--- src/rtl/diffusion_pkg.sv ---
// Sizing helpers shared by the diffusion engine's banked-RAM arbitration logic.
package diffusion_pkg;

  function automatic int unsigned clog2(input int unsigned n);
    int unsigned r;
    r = 0;
    for (int unsigned i = 0; i < 32; i++) begin
      if ((64'd1 << i) < 64'(n)) r = i + 1;
    end
    return r;
  endfunction

  // Bank-select field width; never narrower than one bit.
  function automatic int unsigned bank_bits(input int unsigned num_banks);
    return (num_banks > 1) ? clog2(num_banks) : 1;
  endfunction

  // Port-index field width; never narrower than one bit.
  function automatic int unsigned port_bits(input int unsigned num_ports);
    return (num_ports > 1) ? clog2(num_ports) : 1;
  endfunction

endpackage

--- src/rtl/bank_conflict_arbiter_if.sv ---
// Port-side request bundle and bank-side issue bundle of the bank conflict arbiter.
interface bank_conflict_arbiter_if #(
  parameter int unsigned ADDR_WIDTH = 13,
  parameter int unsigned NUM_PORTS  = 4,
  parameter int unsigned NUM_BANKS  = 4,
  parameter int unsigned BANK_SHIFT = 11,
  parameter int unsigned CNT_WIDTH  = 32
);
  import diffusion_pkg::*;

  localparam int unsigned PIDX_W = port_bits(NUM_PORTS);

  logic [NUM_PORTS-1:0]            req_valid;
  logic [NUM_PORTS*ADDR_WIDTH-1:0] req_addr;
  logic [NUM_PORTS-1:0]            req_ready;
  logic [NUM_BANKS-1:0]            bank_en;
  logic [NUM_BANKS*BANK_SHIFT-1:0] bank_addr;
  logic [NUM_BANKS*PIDX_W-1:0]     bank_port;
  logic                            conflict;
  logic [CNT_WIDTH-1:0]            conflict_cnt;
  logic                            cnt_clr;

  modport master (
    output req_valid, req_addr, cnt_clr,
    input  req_ready, bank_en, bank_addr, bank_port, conflict, conflict_cnt
  );

  modport slave (
    input  req_valid, req_addr, cnt_clr,
    output req_ready, bank_en, bank_addr, bank_port, conflict, conflict_cnt
  );

endinterface

--- src/rtl/rr_arbiter.sv ---
// Single-bank arbiter: grants the first requester at or after the pointer, wrapping.
// With RR_MODE=0 the pointer is pinned to 0, giving lowest-index-wins priority.
module rr_arbiter
  import diffusion_pkg::*;
#(
  parameter int unsigned N       = 4,
  parameter bit          RR_MODE = 1'b1,
  localparam int unsigned IDX_W  = port_bits(N)
) (
  input  logic             clk,
  input  logic             rst_n,
  input  logic [N-1:0]     req,
  output logic [N-1:0]     grant_c,
  output logic [IDX_W-1:0] grant_idx_c
);

  logic [IDX_W-1:0] ptr_q;
  logic [IDX_W-1:0] ptr_d;
  logic             any_c;

  // Rotating scan starting at the pointer.
  always_comb begin
    int unsigned      slot;
    logic [IDX_W-1:0] idx;
    grant_c     = '0;
    grant_idx_c = '0;
    any_c       = 1'b0;
    slot        = 0;
    idx         = '0;
    for (int unsigned k = 0; k < N; k++) begin
      slot = 32'(ptr_q) + k;
      if (slot >= N) slot = slot - N;
      idx = IDX_W'(slot);
      if (!any_c && req[idx]) begin
        any_c        = 1'b1;
        grant_c[idx] = 1'b1;
        grant_idx_c  = idx;
      end
    end
  end

  // Pointer moves just past the winner; holds on an idle cycle.
  always_comb begin
    ptr_d = ptr_q;
    if (!RR_MODE) begin
      ptr_d = '0;
    end else if (any_c) begin
      ptr_d = (32'(grant_idx_c) == N - 1) ? '0 : grant_idx_c + IDX_W'(1);
    end
  end

  always_ff @(posedge clk) begin
    if (!rst_n) ptr_q <= '0;
    else        ptr_q <= ptr_d;
  end

endmodule

--- src/rtl/bank_conflict_arbiter.sv ---
// N-port, M-bank conflict detector: one grant per bank per cycle, registered
// bank-side enables/addresses/port ids, and a saturating conflict-cycle counter.
module bank_conflict_arbiter
  import diffusion_pkg::*;
#(
  parameter int unsigned ADDR_WIDTH = 13,
  parameter int unsigned NUM_PORTS  = 4,
  parameter int unsigned NUM_BANKS  = 4,
  parameter int unsigned BANK_SHIFT = 11,
  parameter bit          RR_MODE    = 1'b1,
  parameter int unsigned CNT_WIDTH  = 32
) (
  input  logic                  clk,
  input  logic                  rst_n,
  bank_conflict_arbiter_if.slave bus
);

  localparam int unsigned BSEL_W = bank_bits(NUM_BANKS);
  localparam int unsigned PIDX_W = port_bits(NUM_PORTS);

  logic [ADDR_WIDTH-1:0] addr_c  [NUM_PORTS];
  logic [NUM_PORTS-1:0]  cand_c  [NUM_BANKS];
  logic [NUM_PORTS-1:0]  grant_c [NUM_BANKS];
  logic [PIDX_W-1:0]     gidx_c  [NUM_BANKS];
  logic [NUM_PORTS-1:0]  req_ready_c;
  logic                  conflict_c;

  logic [NUM_BANKS-1:0]            bank_en_q,   bank_en_d;
  logic [NUM_BANKS*BANK_SHIFT-1:0] bank_addr_q, bank_addr_d;
  logic [NUM_BANKS*PIDX_W-1:0]     bank_port_q, bank_port_d;
  logic                            conflict_q,  conflict_d;
  logic [CNT_WIDTH-1:0]            conflict_cnt_q, conflict_cnt_d;

  always_comb begin
    for (int unsigned p = 0; p < NUM_PORTS; p++) begin
      addr_c[p] = bus.req_addr[p*ADDR_WIDTH +: ADDR_WIDTH];
    end
  end

  // Candidate matrix: bits above the bank field alias by truncation.
  always_comb begin
    for (int unsigned b = 0; b < NUM_BANKS; b++) begin
      cand_c[b] = '0;
      for (int unsigned p = 0; p < NUM_PORTS; p++) begin
        cand_c[b][p] = bus.req_valid[p] &&
                       (addr_c[p][BANK_SHIFT +: BSEL_W] == BSEL_W'(b));
      end
    end
  end

  for (genvar b = 0; b < NUM_BANKS; b++) begin : g_bank
    rr_arbiter #(
      .N       (NUM_PORTS),
      .RR_MODE (RR_MODE)
    ) u_arb (
      .clk         (clk),
      .rst_n       (rst_n),
      .req         (cand_c[b]),
      .grant_c     (grant_c[b]),
      .grant_idx_c (gidx_c[b])
    );
  end

  // A port sits in exactly one bank's candidate set, so OR-ing grants is safe.
  always_comb begin
    req_ready_c = '0;
    conflict_c  = 1'b0;
    for (int unsigned b = 0; b < NUM_BANKS; b++) begin
      req_ready_c = req_ready_c | grant_c[b];
      if ((cand_c[b] & (cand_c[b] - NUM_PORTS'(1))) != '0) conflict_c = 1'b1;
    end
    if (!rst_n) req_ready_c = '0;
  end

  // Winner payload capture; idle banks keep their last address and port id.
  always_comb begin
    bank_en_d      = '0;
    bank_addr_d    = bank_addr_q;
    bank_port_d    = bank_port_q;
    conflict_d     = conflict_c;
    conflict_cnt_d = conflict_cnt_q;
    for (int unsigned b = 0; b < NUM_BANKS; b++) begin
      if (|cand_c[b]) begin
        bank_en_d[b]                    = 1'b1;
        bank_port_d[b*PIDX_W +: PIDX_W] = gidx_c[b];
        for (int unsigned p = 0; p < NUM_PORTS; p++) begin
          if (grant_c[b][p]) begin
            bank_addr_d[b*BANK_SHIFT +: BANK_SHIFT] = addr_c[p][BANK_SHIFT-1:0];
          end
        end
      end
    end
    if (bus.cnt_clr) begin
      conflict_cnt_d = '0;
    end else if (conflict_c && (conflict_cnt_q != '1)) begin
      conflict_cnt_d = conflict_cnt_q + CNT_WIDTH'(1);
    end
  end

  always_ff @(posedge clk) begin
    if (!rst_n) begin
      bank_en_q      <= '0;
      bank_addr_q    <= '0;
      bank_port_q    <= '0;
      conflict_q     <= 1'b0;
      conflict_cnt_q <= '0;
    end else begin
      bank_en_q      <= bank_en_d;
      bank_addr_q    <= bank_addr_d;
      bank_port_q    <= bank_port_d;
      conflict_q     <= conflict_d;
      conflict_cnt_q <= conflict_cnt_d;
    end
  end

  assign bus.req_ready    = req_ready_c;
  assign bus.bank_en      = bank_en_q;
  assign bus.bank_addr    = bank_addr_q;
  assign bus.bank_port    = bank_port_q;
  assign bus.conflict     = conflict_q;
  assign bus.conflict_cnt = conflict_cnt_q;

endmodule

--- src/flat_wrapper.sv ---
// flat-port wrapper written by rule: the top's interface ports become plain ports
module bank_conflict_arbiter_flat import diffusion_pkg::*;
#(
  parameter int unsigned ADDR_WIDTH = 13,
  parameter int unsigned NUM_PORTS  = 4,
  parameter int unsigned NUM_BANKS  = 4,
  parameter int unsigned BANK_SHIFT = 11,
  parameter bit          RR_MODE    = 1'b1,
  parameter int unsigned CNT_WIDTH  = 32
)
  (clk, rst_n, bus_req_valid, bus_req_addr, bus_cnt_clr, bus_req_ready, bus_bank_en, bus_bank_addr, bus_bank_port, bus_conflict, bus_conflict_cnt);
  bank_conflict_arbiter_if #(.ADDR_WIDTH(ADDR_WIDTH), .NUM_PORTS(NUM_PORTS), .NUM_BANKS(NUM_BANKS), .BANK_SHIFT(BANK_SHIFT), .CNT_WIDTH(CNT_WIDTH)) bus_i ();
  input  logic clk;
  input  logic rst_n;
  input wire logic [$bits(bus_i.req_valid)-1:0] bus_req_valid;
  input wire logic [$bits(bus_i.req_addr)-1:0] bus_req_addr;
  input wire logic [$bits(bus_i.cnt_clr)-1:0] bus_cnt_clr;
  output wire logic [$bits(bus_i.req_ready)-1:0] bus_req_ready;
  output wire logic [$bits(bus_i.bank_en)-1:0] bus_bank_en;
  output wire logic [$bits(bus_i.bank_addr)-1:0] bus_bank_addr;
  output wire logic [$bits(bus_i.bank_port)-1:0] bus_bank_port;
  output wire logic [$bits(bus_i.conflict)-1:0] bus_conflict;
  output wire logic [$bits(bus_i.conflict_cnt)-1:0] bus_conflict_cnt;
  assign bus_i.req_valid = bus_req_valid;
  assign bus_i.req_addr = bus_req_addr;
  assign bus_i.cnt_clr = bus_cnt_clr;
  assign bus_req_ready = bus_i.req_ready;
  assign bus_bank_en = bus_i.bank_en;
  assign bus_bank_addr = bus_i.bank_addr;
  assign bus_bank_port = bus_i.bank_port;
  assign bus_conflict = bus_i.conflict;
  assign bus_conflict_cnt = bus_i.conflict_cnt;
  bank_conflict_arbiter #(.ADDR_WIDTH(ADDR_WIDTH), .NUM_PORTS(NUM_PORTS), .NUM_BANKS(NUM_BANKS), .BANK_SHIFT(BANK_SHIFT), .RR_MODE(RR_MODE), .CNT_WIDTH(CNT_WIDTH)) u_core (.clk(clk), .rst_n(rst_n), .bus(bus_i));
endmodule
--- config.mk ---
export PLATFORM = sky130hd
export DESIGN_NAME = bank_conflict_arbiter_flat
export DESIGN_NICKNAME = d
export VERILOG_FILES = /design/src/rtl/diffusion_pkg.sv /design/src/rtl/bank_conflict_arbiter_if.sv /design/src/rtl/rr_arbiter.sv /design/src/rtl/bank_conflict_arbiter.sv /design/src/flat_wrapper.sv
export SDC_FILE = /design/constraint.sdc
export NUM_CORES = 1
export LEC_CHECK = 0
export CORE_UTILIZATION = 40
export CTS_CLUSTER_DIAMETER = 60
export DETAILED_ROUTE_END_ITERATION = 10
export PLACE_DENSITY = 0.65
export SYNTH_ARGS = -nofsm -noshare
export SYNTH_HDL_FRONTEND = slang
export SYNTH_SLANG_ARGS = --single-unit
--- constraint.sdc ---
create_clock -name clk -period 4.7 [get_ports clk]
set_clock_uncertainty 0.2 [all_clocks]
set_input_delay 0.94 -clock clk [delete_from_list [all_inputs] [get_ports clk]]
set_output_delay 0.94 -clock clk [all_outputs]
set_load 0.05 [all_outputs]
* After elaboration in Yosys (flattened, before gate mapping)
Index checks and enable logic that the tools add are counted.
Storage, ports and cells: register bits after elaboration 97, bits in latches 0, RAM bits 0, ROM bits 0, bits of input ports 59, output and inout bits 93, logic and storage cells 372, memories 0
Cells by class: add/subtract/negate cells 37, multipliers 0, div/mod/pow operators 0, $lt $le $gt $ge 48, equal/unequal tests 17, shift-type cells 0, multiplexer cells 157, bitwise operators 20, reductions and logical operators 78
Operators with widths (count):
- $mux 11 | 16
- $mux 2 | 36
- $mux 4 | 17
- $or 4x4->4 | 15
- $mux 1 | 56
- $lt 2x3->1 const B | 16
- $logic_and 1x1->1 | 45
- $ge 3x3->1 const B | 12
- $add 32x1->32 const B | 1
- $bmux 1 s2 | 16
- $demux 1 s2 | 16
- $ge 2x1->1 const B | 16
- $ne 32x32->1 const B | 1
- $reduce_bool 4->1 | 8
- $sub 2x1->2 const B | 16
- $add 2x2->3 const B | 8
- $eq 2x2->1 const B | 12
- $and 4x4->4 | 4
- $reduce_or 4->1 | 4
- $sub 4x1->4 const B | 4
- $add 2x1->3 const B | 4
- $ge 2x3->1 const B | 4
- $logic_not 1->1 | 12
- $add 2x1->2 const B | 4
- 5 further kinds | 14

* Depth between registers and ports, before layout
depth after elaboration 18, gate-level depth with buffers 13

* Hierarchy
From an unflattened synthesis, not the netlist that was laid out.
Unflattened totals: cells, all modules 894, area, all modules 7500.9 um2
By module, submodules not included:
- bank_conflict_arbiter | times used 1, cells an instance 632, area an instance 5300.1 um2
- rr_arbiter at u_core.g_bank[1].u_arb ... | times used 2, cells an instance 55, area an instance 504.2 um2
- rr_arbiter at u_core.g_bank[0].u_arb | times used 1, cells an instance 83, area an instance 616.8 um2
- rr_arbiter at u_core.g_bank[3].u_arb | times used 1, cells an instance 69, area an instance 575.6 um2

* Worst setup path after synthesis
OpenSTA, ideal clock, no wires.
path type reg2out, start point reg (tool-made name), end point out bus_req_ready[2], arrival 3829 ps, setup slack -269 ps, stages on the path, launching flop included 13, buffers on the path 3, cell sequence dfxtp_1 > clkbuf_1 > inv_1 > ha_1 > clkbuf_1 > and4b_1 > or3_1 > and2_1 > o311ai_0 > a22o_1 > buf_2 > nor2_1 > a31oi_1
RTL lines:
- end, declared | line flat_wrapper.sv:18 | output wire logic [$bits(bus_i.req_ready)-1:0] bus_req_ready;

* Worst setup path after layout
start point in bus_req_addr[25], end point out bus_req_ready[2]
On the way: longest elaborated chain between the ends 18, elaborated cells between the ends (all ways) 108, classes of those cells 3 x eq/ne; 61 x mux; 15 x bitwise; 29 x reduce/logical
RTL lines:
- start, declared | line flat_wrapper.sv:16 | input wire logic [$bits(bus_i.req_addr)-1:0] bus_req_addr;
- $eq 2x1->1 or $logic_not 2->1 (tied branches) | line bank_conflict_arbiter.sv:46 | (addr_c[p][BANK_SHIFT +: BSEL_W] == BSEL_W'(b));
- $logic_and 1x1->1 | line bank_conflict_arbiter.sv:45 | cand_c[b][p] = bus.req_valid[p] &&
- $bmux 1 s2 | line rr_arbiter.sv:34 | if (!any_c && req[idx]) begin
- $mux 1 (implied by the code) | line rr_arbiter.sv:34
- $mux 1 | line rr_arbiter.sv:34
- $logic_not 1->1 | line rr_arbiter.sv:34
- $logic_and 1x1->1 | line rr_arbiter.sv:34
- $mux 1 | line rr_arbiter.sv:34
- $logic_not 1->1 | line rr_arbiter.sv:34
- $logic_and 1x1->1 | line rr_arbiter.sv:34
- $mux 1 | line rr_arbiter.sv:34
- $logic_not 1->1 | line rr_arbiter.sv:34
- $logic_and 1x1->1 | line rr_arbiter.sv:34
- $mux 4 | line rr_arbiter.sv:34
- $or 4x4->4 (2 in series) | line bank_conflict_arbiter.sv:69 | req_ready_c = req_ready_c | grant_c[b];
- $or 4x4->4 (*) | line bank_conflict_arbiter.sv:69
- $mux 4 (*) | line bank_conflict_arbiter.sv:72 | if (!rst_n) req_ready_c = '0;
Every way passes the cells marked *; elsewhere a longest branch is shown, timed or not. The select of a mux whose other input is x is not followed.

==> out/results.ini <==
[logic_synthesis]
synth_area_um2 = 7780
postSynthCellCount = 969
synth_top_area_frac = 0.250
yosys-top-cells-area = dfxtp_1, ha_1, a21oi_1, mux2i_1, nor4_1
synth_most_common_cell = dfxtp_1
yosysWarnings = 0
syn-num-nets = 1060
yosysTopAreaCell = dfxtp_1
avgSynthCellArea_um2 = 8.03
synth_common_cells = dfxtp_1, nand2_1, nor2_1
async_flop_share = 0
ys_ff_latch = 97
synth_ff_type = dfxtp_1
synth_enable_flop_cells = 0
ys_types = 90
yosysSeqAreaShare = 0.250

[power_and_ir_drop]
internal-power_mw = 2.46
p_clk_frac = 0.167
seqPwrFrac = 0.236
p_leak_nw = 4.19
combPwrFrac = 0.596
ir_drop_mv = 0.246
switching_share = 0.470
switching_power_mw = 2.18
power_density_nw_per_um2 = 430

[global_routing]
grt_pass1_wl_um = 46200
gr-total-overflow = 0
first_global_vias = 8596
grt_antenna_before_repair = 0
grt_usage = 0.293
grt_max_degree = 33

[placed_design]
post-dp-hpwl_um = 21700
dp.cells = 1438
io_buffer_count = 151
place_ws_ns = -0.132
routabilityCongestion = 0.961

[die]
die_y_um = 141
num_rows = 50
die_w_um = 141
pin_count = 152
core_um2 = 18900
initial_utilization = 0.412
dieArea_um2 = 20000

[critical_path]
worstSetupPathType = primary input to output port
cp_max_fo = 9
cp.arrival_ns = 3.39
cp-end-kind = output port
worstSetupStartpointType = primary input
cp.required_ns = 3.56

[cells_and_area]
post_route_cells_drive_above_1_share = 0.193
nets = 1286
seqCellArea_um2 = 1940
area_delta_synth_final_pct = 38.6
n_antenna_cell = 0
final_util = 0.571
multiInputGateArea_um2 = 5440
fill_cells = 1806
fin_cells = 1460

[sta]
period_share = 0.964
rsz0062_at_grt = false
finalHoldViolCount = 0
hold_slack_ns = 0.266
fmax_ghz = 0.221
tightestPinTransition_ns = 1.15
setup_slack_ns = 0.169
finalCriticalPeriod_ns = 4.53
relSlewSlack = 0.233
setup_viol = 0
maxSlewViolCount = 0

[clocking]
cts_buffer_depth = 2
cts-root-buf = clkbuf_16
cts_tree = yes
path_clk_slew_ns = 0.07
ctsHtreeMaxLevel = 3
ctsHoldBuffers = 0
clock-sinks = 97
clock_latency_ns = 0.36
cts_inserted_buffers = 9

[hold_path]
min_path_type = flop to flop

[run]
cap_violations = 0

[detailed_routing]
ant_nets = 0
dr.pass1.iters = 5
drcViolationCount = 0
wirelength_um = 29600
vias = 8987
drt_iter0_drc = 793
vias_per_cell = 6.16
wl_per_cell_um = 20.3

[status]
status = finished clean

[critical path, cell delays in order]
cell and delay [ns]:
dlygate4sd2_1 0.31, buf_4 0.19, and3b_1 0.19, mux4_2 0.53
o211a_1 0.14, a221o_2 0.30, or2_2 0.34, nor2_4 0.14
a31oi_4 0.12, buf_12 0.18
[path summary, 6_finish.rpt]
kind	start	endpoint	slack, ns	cells after the start
hold reg to reg	u_core.bus.bank_addr[0]$_SDFFE_PN0P_	u_core.bus.bank_addr[0]$_SDFFE_PN0P_	0.27	2
setup / recovery	bus_req_addr[25]	bus_req_ready[2]	0.17	10
hold / removal	u_core.bus.bank_addr[0]$_SDFFE_PN0P_	u_core.bus.bank_addr[0]$_SDFFE_PN0P_	0.27	2
setup reg to reg	u_core.g_bank[1].u_arb.ptr_q[1]$_SDFFE_PN0P_	u_core.bus.bank_addr[18]$_SDFFE_PN0P_	0.97	10
[logic make-up after synthesis]
kind of cell               Yosys count  synth area share
adders and majority gates           33            0.0528
xor gates and xnor gates            29            0.0327
muxes                               39            0.0681
and+or+nand+nor                    370             0.261
DFF                                 97             0.250
AOI/OAI and AO/OA                  283             0.273
buffers and inverters              118            0.0632
[area by class of cell]
class	count	share of cell area
repair buffers	297	0.245
multi-input cells	754	0.505
inverters	36	0.0125
clock buffers	10	0.0222
flip-flops and latches	97	0.180
clock inverters	6	0.00534
well taps	260	0.0302
[flip-flops by register name, summed over array words and instances (netlist names), named ones only]
| name | flops |
|---|---|
| u_core.bus.bank_port | 8 |
| u_core.bus.conflict_cnt | 32 |
| u_core.g_bank.u_arb.ptr_q | 5 |
| u_core.bus.conflict | 1 |
| u_core.bus.bank_addr | 44 |
| u_core.bus.bank_en | 4 |
[layer usage]
layer  GRT usage  wire (um)  up-vias
li1            -          -     4190
met1       0.379      12700     4261
met2       0.483      13700      457
met3      0.0418       2190       79
met4       0.135       1010        0
met5           0          0        -
[stage by stage]
| step | instance area [um^2] | TNS (ns) | total power, mW |
|---|---|---|---|
| after floorplan | 7790 | -0.0147 | 2.83 |
| after global placement | 10300 | -0.312 | 3.78 |
| after detailed placement | 10300 | -0.327 | 3.80 |
| after CTS | 10700 | 0 | 4.59 |
| after global routing | 10800 | 0 | 4.86 |
| final | 10800 | 0 | 4.63 |
[layout by cell type (no fill, tap or decap), types with 10 or more instances in the layout]
cell             instances
o21ai_0                 42
buf_4                  145
nor4_1                  40
inv_1                   34
o2111a_1                10
ha_1                    32
o21bai_1                12
o211ai_1                10
o221ai_1                12
clkdlybuf4s50_1        135
o22ai_1                 14
nand2_1                 61
and3_1                  14
a21oi_1                 58
a31o_2                  14
nand3_1                 48
xnor2_1                 26
nor2_1                  59
or2_2                   10
a221oi_1                14
mux4_2                  11
o311ai_0                15
nor3_1                  49
dfxtp_1                 97
mux2i_1                 27
[what timing repair did]
action	4_1_cts	5_1_grt
gates cloned	0	0
buffers inserted	1	5
resized for setup	18	15
pin swaps	0	5
setup endpoints to repair	4	4
[power groups by stage]
stage,Sequential [mW],Clock [mW],Combinational (mW)
4_1_cts,1.09,0.788,2.71
5_1_grt,1.10,0.820,2.93
2_1_floorplan,1.59,0,1.23
6_report,1.10,0.776,2.76
3_5_place_dp,1.11,0,2.69
3_3_place_gp,1.11,0,2.68
No activity file was read; power rests on OpenSTA's default activity.
